[config.mk]
export PLATFORM = sky130hd
export DESIGN_NAME = fetch_queue
export DESIGN_NICKNAME = d
export VERILOG_FILES = /design/src/rtl/fetch_queue.sv
export SDC_FILE = /design/constraint.sdc
export NUM_CORES = 1
export LEC_CHECK = 0
export CAP_MARGIN = 25
export CORE_MARGIN = 5
export CORE_UTILIZATION = 59
export DETAILED_ROUTE_END_ITERATION = 10
export PLACE_DENSITY = 0.86
export SYNTH_ARGS = -nofsm -noshare
export SYNTH_HDL_FRONTEND = slang
export SYNTH_SLANG_ARGS = --single-unit
[constraint.sdc]
create_clock -name clk -period 7.7 [get_ports clk]
set_clock_uncertainty 0.05 [all_clocks]
set_input_delay 1.155 -clock clk [delete_from_list [all_inputs] [get_ports clk]]
set_output_delay 1.155 -clock clk [all_outputs]
set_load 0.01 [all_outputs]
[src/rtl/fetch_queue.sv]
`default_nettype none
// ============================================================================
// Module      : fetch_queue
// Description : Instruction fetch queue between fetch and decode. It is a
//               circular buffer of {pc, instr} entries kept in program order,
//               with a valid/ready handshake toward decode. Its ready output
//               doubles as the fetch stall signal. A flush discards every
//               buffered entry.
// Revision    : 1.0 - initial release
// ============================================================================
module fetch_queue #(
    parameter int N     = 64,
    parameter int DEPTH = 4
) (
    input  logic                         clk,
    input  logic                         reset,
    input  logic                         enq_valid_F,
    input  logic [N-1:0]                 enq_pc_F,
    input  logic [31:0]                  enq_instr_F,
    output logic                         enq_ready_F,
    input  logic                         flush_F,
    output logic                         deq_valid_D,
    output logic [N-1:0]                 deq_pc_D,
    output logic [31:0]                  deq_instr_D,
    input  logic                         deq_ready_D,
    output logic [$clog2(DEPTH+1)-1:0]   count
);

    localparam int c_PTR_W   = $clog2(DEPTH);
    localparam int c_CNT_W   = $clog2(DEPTH + 1);
    localparam int c_ENTRY_W = N + 32;
    localparam logic [c_CNT_W-1:0] c_FULL = c_CNT_W'(DEPTH);

    logic [c_ENTRY_W-1:0] r_mem [DEPTH];
    logic [c_PTR_W-1:0]   r_wr_ptr;
    logic [c_PTR_W-1:0]   r_rd_ptr;
    logic [c_CNT_W-1:0]   r_count;

    logic                 w_enq_ready;
    logic                 w_deq_valid;
    logic                 w_enq_fire;
    logic                 w_deq_fire;
    logic [c_ENTRY_W-1:0] w_head;

    // Handshake status depends only on the registered occupancy, so there is
    // no combinational path from decode's ready back to fetch.
    assign w_enq_ready = (r_count != c_FULL);
    assign w_deq_valid = (r_count != '0);
    assign w_enq_fire  = enq_valid_F & w_enq_ready;
    assign w_deq_fire  = w_deq_valid & deq_ready_D;
    assign w_head      = r_mem[r_rd_ptr];

    assign enq_ready_F = w_enq_ready;
    assign deq_valid_D = w_deq_valid;
    assign count       = r_count;

    // Gate the head entry so stale storage never leaks out while empty.
    always_comb begin
        deq_pc_D    = '0;
        deq_instr_D = '0;
        if (w_deq_valid) begin
            deq_pc_D    = w_head[c_ENTRY_W-1:32];
            deq_instr_D = w_head[31:0];
        end
    end

    // Entry storage: written on enqueue, never cleared (output gating hides
    // stale contents). A flush cycle's enqueue is dropped by the pointer reset
    // below, so the write itself need not be suppressed.
    always_ff @(posedge clk) begin
        if (w_enq_fire) begin
            r_mem[r_wr_ptr] <= {enq_pc_F, enq_instr_F};
        end
    end

    // Pointer and occupancy bookkeeping; flush overrides any same-cycle
    // enqueue or dequeue. Pointers wrap naturally since DEPTH is a power of 2.
    always_ff @(posedge clk or negedge reset) begin
        if (!reset) begin
            r_wr_ptr <= '0;
            r_rd_ptr <= '0;
            r_count  <= '0;
        end else if (flush_F) begin
            r_wr_ptr <= '0;
            r_rd_ptr <= '0;
            r_count  <= '0;
        end else begin
            if (w_enq_fire) begin
                r_wr_ptr <= r_wr_ptr + 1'b1;
            end
            if (w_deq_fire) begin
                r_rd_ptr <= r_rd_ptr + 1'b1;
            end
            if (w_enq_fire && !w_deq_fire) begin
                r_count <= r_count + 1'b1;
            end else if (w_deq_fire && !w_enq_fire) begin
                r_count <= r_count - 1'b1;
            end
        end
    end

endmodule
`default_nettype wire

Yosys cells after proc, flatten, opt, wreduce, memory -nomap -nowiden. Memory sizes are Yosys's and may differ from the RTL's. Index checks and enable logic that the tools add are counted.

Add/sub/neg operators: 4. Eq/ne operators: 1. Mux-type cells: 11. Bitwise logic cells: 2. Reduce and logical (&&, ||, !) cells: 8.

Operator list (number): two-way mux 64 bit (1); two-way mux 32 bit (1); two-way mux 3 bit (3); two-way mux 2 bit (4); nonzero test 3 bit (2); adder 2 x 1 -> 2 bit, second input constant (2); nonzero test 2 bit (2); adder 3 x 1 -> 3 bit, second input constant (1); != test 3 bit, second input constant (1); subtractor 3 x 1 -> 3 bit, second input constant (1); AND 1 bit (2); logical AND 1 bit (2); zero test 1 bit (2); two-way mux 1 bit (2).

Flip-flop bits (word level): 7. RAM bits: 384. Output and inout port bits: 101. Memories kept: 1.

Memory list: r_mem (depth 4, width 96, rd ports 1, clocked after Yosys merged registers in 0, wr ports 1, line 34) `logic [c_ENTRY_W-1:0] r_mem [DEPTH];`.

Depth between registers and ports, before layout. Gate-level depths: netlist (run 1).

Word-level depth: 7. Mapped depth: 8. Depth with buffers taken out: 7.

Worst setup path before layout (run 1). OpenSTA, ideal clock, no wires.

Kind: in2reg. Start point: input enq_valid_F. End point: memory r_mem[0][0] (netlist bit) (enable). Setup time: 466 ps. Arrival: 3691 ps. Required time: 7184 ps. Setup slack: 3493 ps. Stages: 2. Buffers on the path: 1. Cell sequence: clkbuf_1 > and3_1.

Word-level cells in the longest chain between the ends: 3.

RTL lines: from (decl) (line 17) `input logic enq_valid_F,`; AND 1 bit (line 49) `assign w_enq_fire = enq_valid_F & w_enq_ready;`; two-way mux 1 bit (line 71) `if (w_enq_fire) begin`; two-way mux 1 bit (not written as such) (line 72) `r_mem[r_wr_ptr] <= {enq_pc_F, enq_instr_F};`; to (decl) (line 34).

No other way between the ends.

Worst setup path after layout (run 1).
Start point: register r_rd_ptr[0]. End point: output deq_instr_D[16].

Word-level cells in the longest chain between the ends: 2.

RTL lines: from (decl) (line 36) `logic [c_PTR_W-1:0] r_rd_ptr;`; from (signal assigned) (line 92) `r_rd_ptr <= r_rd_ptr + 1'b1;`; memory (4 x 96 bit); two-way mux 32 bit (line 61) `if (w_deq_valid) begin`; to (decl) (line 24) `output logic [31:0] deq_instr_D,`.

No other way between the ends.

==> run_results.csv, run 1 <==
group,metric,value,unit
run_status,status,"finished clean",
finish,drive_above_1_share,18.2,%
detailed_routing,vias,7173,
floorplanning,die_h,170,µm
worst_setup_path,cp.arrival,3.43,ns
synth,yosysWarningCount,0,
worst_setup_path,critPathMaxFanout,41,
detailed_routing,drc_errors,0,
worst_setup_path,crit_type,"reg2out",
clocking,cts_inserted_buffers,38,
place,placement.io_buffers,201,
detailed_routing,dr.pass1.iters,5,
detailed_routing,antenna_left,0,
synth,synth_top_area_share,76.8,%
clocking,cts_root_buffer,"clkbuf_16",
power,power_leakage,5.91,nW
worst_setup_path,end_kind,"output port",
worst_setup_path,start_kind,"register",
power,peakVddDrop,285,µV
power,clkPwrFrac,28.2,%
synth,yosysMostFrequentCell,"edfxtp_1",
clocking,post_cts_buffers,0,
synth,ys_top_cells_by_count,"384 x edfxtp_1, 96 x and2_1, 96 x mux4_2, 18 x buf_2, 13 x clkbuf_1",
floorplanning,die_w,170,µm
synth,synth_fa_ha_area_share,0.467,%
global_route,grt_pass1_wl,44.3,mm
synth,ys_seq_area_share,78.0,%
synth,synthCells,669,
floorplanning,rows,58,
power,p_sw_share,26.1,%
flow_run,maxCapViolations,0,
synth,synth_area,15000,µm²
min_path,min_path_type,"reg2reg",
synth,synth_ff_type,"edfxtp_1",
power,power_switching,1.62,mW
timing,period_share,60.2,%
place,placed_cell_area,17300,µm²
synth,synth_top_family_by_area,"multiplexers",
synth,synth_xor_area_share,0.117,%
synth,postSynthAreaPerCell,22.4,µm²
floorplanning,start_util,59.8,%
power,combPwrFrac,29.1,%
floorplanning,die-area,28700,µm²
timing,tightest_slew,0.831,ns
timing,finalSetupTns,0,ns
clocking,clkSlewWorstSetupHoldPaths,0.06,ns
power,power,6.19,mW
synth,synth_nets,775,
clocking,ctsHoldBuffers,0,
timing,slew-limit-headroom,44.6,%
power,power_density,335,nW/µm²
synth,synth.area.top_cells,"edfxtp_1 77%, mux4_2 14%, and2_1 4.0%, dfrtp_1 1.2%, buf_2 0.60%",
global_route,grtUsageTotal,20.2,%
detailed_routing,drt_iter0_drc,552,
global_route,grt_pass1_vias,7739,
detailed_routing,routedWlPerCell,23.2,µm
timing,setup_viol,0,
clocking,htree_levels,2,
timing,finalHoldViolations,0,
floorplanning,core_area,25100,µm²
power,p_seq_share,42.8,%
synth,synthSimpleGateAreaFrac,4.65,%
detailed_routing,viasPerCell,5.78,
global_route,antenna_found_initial,4,
floorplanning,pin_count,202,
clocking,cts_resized,0,
detailed_routing,drt-total-wl,28.8,mm
finish,syn_to_final_growth,23.3,%
clocking,cts.path.max_buffers,3,
place,gp_congestion,0.727,
timing,min_period,4.64,ns
synth,synth_cell_types,31,
synth,postSynth.asyncResetShare,1.79,%
clocking,cts_num_sinks,391,
timing,rsz0062_at_grt,"no",
place,place_hpwl,17.1,mm
synth,synth_edf_count,384,
synth,synth_top_area_cell,"edfxtp_1",
synth,synth-compound-area-share,0.600,%
synth,ys_ff_latch,391,
finish,nets,987,
timing,maxSlewViolCount,0,
global_route,grt-ovfl-total,0,
synth,synthMuxAreaShare,14.6,%
clocking,cts_tree,"built",
worst_setup_path,cp.required,6.49,ns
power,internal-power,4.57,mW
timing,fmax,0.216,GHz
finish,final_area,18500,µm²
clocking,insertion_delay,0.51,ns
global_route,grt_max_degree,87,
## critical path, stage by stage, from the launching register on
cell,delay [ns]
dfrtp_4,0.97
buf_4,0.65
mux4_2,0.58
and2_1,0.18
clkdlybuf4s50_1,0.49
## metrics by stage
stage / cells / utilization (%) / worst slack [ns] / hold WS (ns)
floorplan: 669 / - / 3.49 / 0.507
global placement: 1171 / 69.0 / 3.54 / 0.525
detailed placement: 1171 / 69.0 / 3.49 / 0.549
CTS: 1237 / 73.6 / 2.94 / 0.563
global route: 1240 / 73.7 / 2.78 / 0.604
finish: 1240 / 73.7 / 3.06 / 0.557
## cell usage in the layout, fill, tap and decap left out, drive strengths merged, types with 3 or more instances in the layout
cell type / instances
mux4: 96
dfrtp: 7
and2: 96
inv: 8
and3: 5
edfxtp: 384
ha: 4
diode: 3
nor2: 9
clkbuf: 49
clkdlybuf4s50: 201
buf: 8
clkinv: 14
o21ai: 3
## metal layers
layer | global-route usage, % | wire (µm) | vias up
met5 | 0 | 13 | -
met4 | 7.04 | 812 | 2
met3 | 3.96 | 1790 | 51
met2 | 33.8 | 15300 | 275
met1 | 27.2 | 10900 | 3697
li1 | - | - | 3148
## state kept, by name, indices dropped and copies added (netlist names)
register  flops
r_rd_ptr      2
r_mem       384
r_wr_ptr      2
count         3
## logic make-up (layout without fill, tap and decap cells)
kind of cell               Yosys count  in the layout
other                                0              3
buffers and inverters               44            282
and+or+nand+nor                    115            115
DFF                                391            391
AOI/OAI and AO/OA                   13             13
muxes                               99             99
xor gates and xnor gates             2              2
adders and majority gates            5              5
## final cells by class
class | instances | area (µm²)
flip-flops and latches | 391 | 11700
inverters | 7 | 26.3
clock inverters | 17 | 133
fillers | 1467 | 6610
well taps | 330 | 413
multi-input cells | 234 | 3090
diodes | 3 | 7.51
clock buffers | 49 | 1040
repair buffers | 209 | 2070
## power groups by stage
stage | Clock [mW] | Combinational [mW] | Sequential, mW
after floorplan | 0 | 1.05 | 2.62
after global placement | 0 | 1.81 | 2.68
after detailed placement | 0 | 1.82 | 2.69
after CTS | 1.78 | 1.84 | 2.65
after global routing | 1.88 | 1.93 | 2.67
final | 1.74 | 1.80 | 2.65
## worst paths after layout
check / startpoint / to / cells past startpoint / slack [ns]
min in group asynchronous: reset / count[0] / 1 / 0.87
max: r_rd_ptr[0] / deq_instr_D[16] / 4 / 3.06
max reg2reg: count[2] / r_mem[3][3] / 4 / 4.85
min: r_wr_ptr[0] / r_wr_ptr[0] / 2 / 0.56
max in group asynchronous: reset / r_rd_ptr[1] / 1 / 6.44
min reg2reg: r_wr_ptr[0] / r_wr_ptr[0] / 2 / 0.56
(Power assumes the default switching activity.)
==> run 2: changes to the inputs <==
CORE_UTILIZATION = 49   (was 59)
PLACE_DENSITY = 0.76   (was 0.86)
clock period = 3.9 ns   (was 7.7 ns; I/O delays follow)
==> run 2 against run 1 <==
- global-route usage fell by 3.4 points
- non-clock buffer count increased by 10
- critical endpoint is now deq_pc_D[49]
- highest routed layer unchanged
- setup slack lost 2.6 ns
- first-iteration DRC count down 4.2%
- sequential share of layout area fell by 1.0 points
==> run_results.csv, run 2 (synthesis results as in run 1) <==
group,metric,value,unit
run_status,status,"finished clean",
floorplanning,core_area,30400,µm²
detailed_routing,drt-total-wl,28.7,mm
finish,multi_input_area,3090,µm²
global_route,grt_max_degree,98,
global_route,grt-ovfl-total,0,
detailed_routing,routedWlPerCell,21.8,µm
worst_setup_path,crit_type,"reg2out",
worst_setup_path,end_kind,"output port",
worst_setup_path,cp.arrival,2.78,ns
clocking,htree_levels,2,
finish,fill_cells,2119,
clocking,post_cts_buffers,0,
worst_setup_path,r2r_end,"count[2]",
timing,maxSlewViolCount,0,
clocking,cts_root_buffer,"clkbuf_16",
worst_setup_path,cp.required,3.26,ns
detailed_routing,dr.pass1.iters,5,
timing,fmax,0.293,GHz
detailed_routing,highest_layer,"met5",
finish,top_register,"r_mem",
detailed_routing,dr_wl_met3,1.73,mm
floorplanning,die-area,34200,µm²
global_route,antenna_found_initial,2,
global_route,grt_pass1_vias,7574,
timing,slew-limit-headroom,53.4,%
floorplanning,start_util,49.3,%
detailed_routing,routed-wl-met2,14.3,mm
clocking,cts_tree,"built",
clocking,insertion_delay,0.51,ns
finish,syn_to_final_growth,25.3,%
floorplanning,die_w,185,µm
finish,diodes,0,
detailed_routing,drc_errors,0,
power,power,12.4,mW
flow_run,maxCapViolations,0,
power,power_density,657,nW/µm²
global_route,grt_pass1_wl,43.8,mm
finish,nets,999,
timing,finalSetupTns,0,ns
worst_setup_path,critPathMaxFanout,19,
clocking,clkSlewWorstSetupHoldPaths,0.06,ns
clocking,ctsHoldBuffers,0,
power,power_leakage,6.01,nW
detailed_routing,vias,7085,
place,placement.io_buffers,201,
finish,seqCellArea,11700,µm²
power,peakVddDrop,489,µV
finish,final_common_cell,"edfxtp_1",
detailed_routing,drt_iter0_drc,529,
detailed_routing,viasPerCell,5.38,
finish,drive_above_1_share,19.0,%
floorplanning,rows,64,
worst_setup_path,timing.rr.start,"count[1]",
detailed_routing,antenna_left,0,
place,place_inst,1247,
clocking,cts_num_sinks,391,
timing,period_share,87.6,%
finish,final_cell_mix,"384 x edfxtp_1, 201 x clkdlybuf4s50_1, 96 x mux4_2, 96 x and2_1, 40 x clkbuf_16",
timing,setup_viol,0,
min_path,min_path_type,"in2async",
place,gp_congestion,0.744,
floorplanning,die_h,185,µm
worst_setup_path,start_kind,"register",
timing,rsz0062_at_grt,"no",
clocking,cts.path.max_buffers,3,
timing,tightest_slew,0.699,ns
place,place_hpwl,17.1,mm
worst_setup_path,worst-r2r-cell-count,7,
worst_setup_path,cp-startpoint,"r_rd_ptr[0]",
global_route,grtUsageTotal,16.8,%
worst_setup_path,rrSetupSlack,1.49,ns
floorplanning,pin_count,202,
clocking,cts_inserted_buffers,40,
finish,largest_register_ffs,384,
timing,min_period,3.42,ns
clocking,cts_resized,0,
finish,instances_no_fill,1317,
timing,finalHoldViolations,0,
detailed_routing,wl_met1,12.1,mm
==> run 2: changes by cell type in the layout (fill, tap and decap cells not counted), sizes merged <==
cell,delta
inv,+1
clkbuf,-2
diode,-3
clkinv,+5
buf,+10
==> run 2: worst max path at each step <==
stage                              end  slack (ns)  cells past startpoint
after floorplan            r_mem[0][0]        0.25                      3
after global placement    deq_pc_D[36]        0.98                      4
after detailed placement  deq_pc_D[36]        0.97                      4
after CTS                 deq_pc_D[49]        0.40                      4
after global routing      deq_pc_D[42]        0.32                      4
final                     deq_pc_D[49]        0.48                      4
==> run 2: layout make-up <==
class / instances / area share [%]
Inverter: 7 / 0.140
Clock inverter: 23 / 0.911
Sequential cell: 391 / 62.3
Timing Repair Buffer: 219 / 12.1
Multi-Input combinational cell: 234 / 16.4
Clock buffer: 47 / 5.46
Tap cell: 396 / 2.63
==> run 2: per-layer routing <==
metal / vias to the layer above / global-route usage [%]
met5: - / 0
met2: 218 / 27.8
met3: 49 / 3.63
met1: 3639 / 23.3
li1: 3175 / -
met4: 4 / 4.11
==> run 2: worst max-delay path, cell delays in order (launching register included) <==
cell and delay, ns:
dfrtp_4 0.69, buf_4 0.38, mux4_2 0.54, and2_1 0.17, clkdlybuf4s50_1 0.49
==> run 2: where the power goes <==
group          total [mW]  internal (mW)  leakage [nW]  switching, mW
sequential           5.14           4.99          3.61          0.153
clock                3.48           2.02         0.589           1.46
combinational        3.74           2.12          1.81           1.62
total                12.4           9.12          6.01           3.24
==> run 2: metrics by stage <==
stage	instance area, µm²	hold WS (ns)	util [%]	worst slack [ns]
floorplan	15000	0.239	-	0.251
global placement	17600	0.531	57.9	0.977
detailed placement	17600	0.554	57.9	0.970
CTS	18800	0.278	61.8	0.398
global route	18800	0.293	61.8	0.321
finish	18800	0.294	61.8	0.482
==> run 3: changes to the inputs <==
CAP_MARGIN = default   (was 25)
==> results of run 3 <==
Final layout, timing and power as in run 2 (identical DEF).
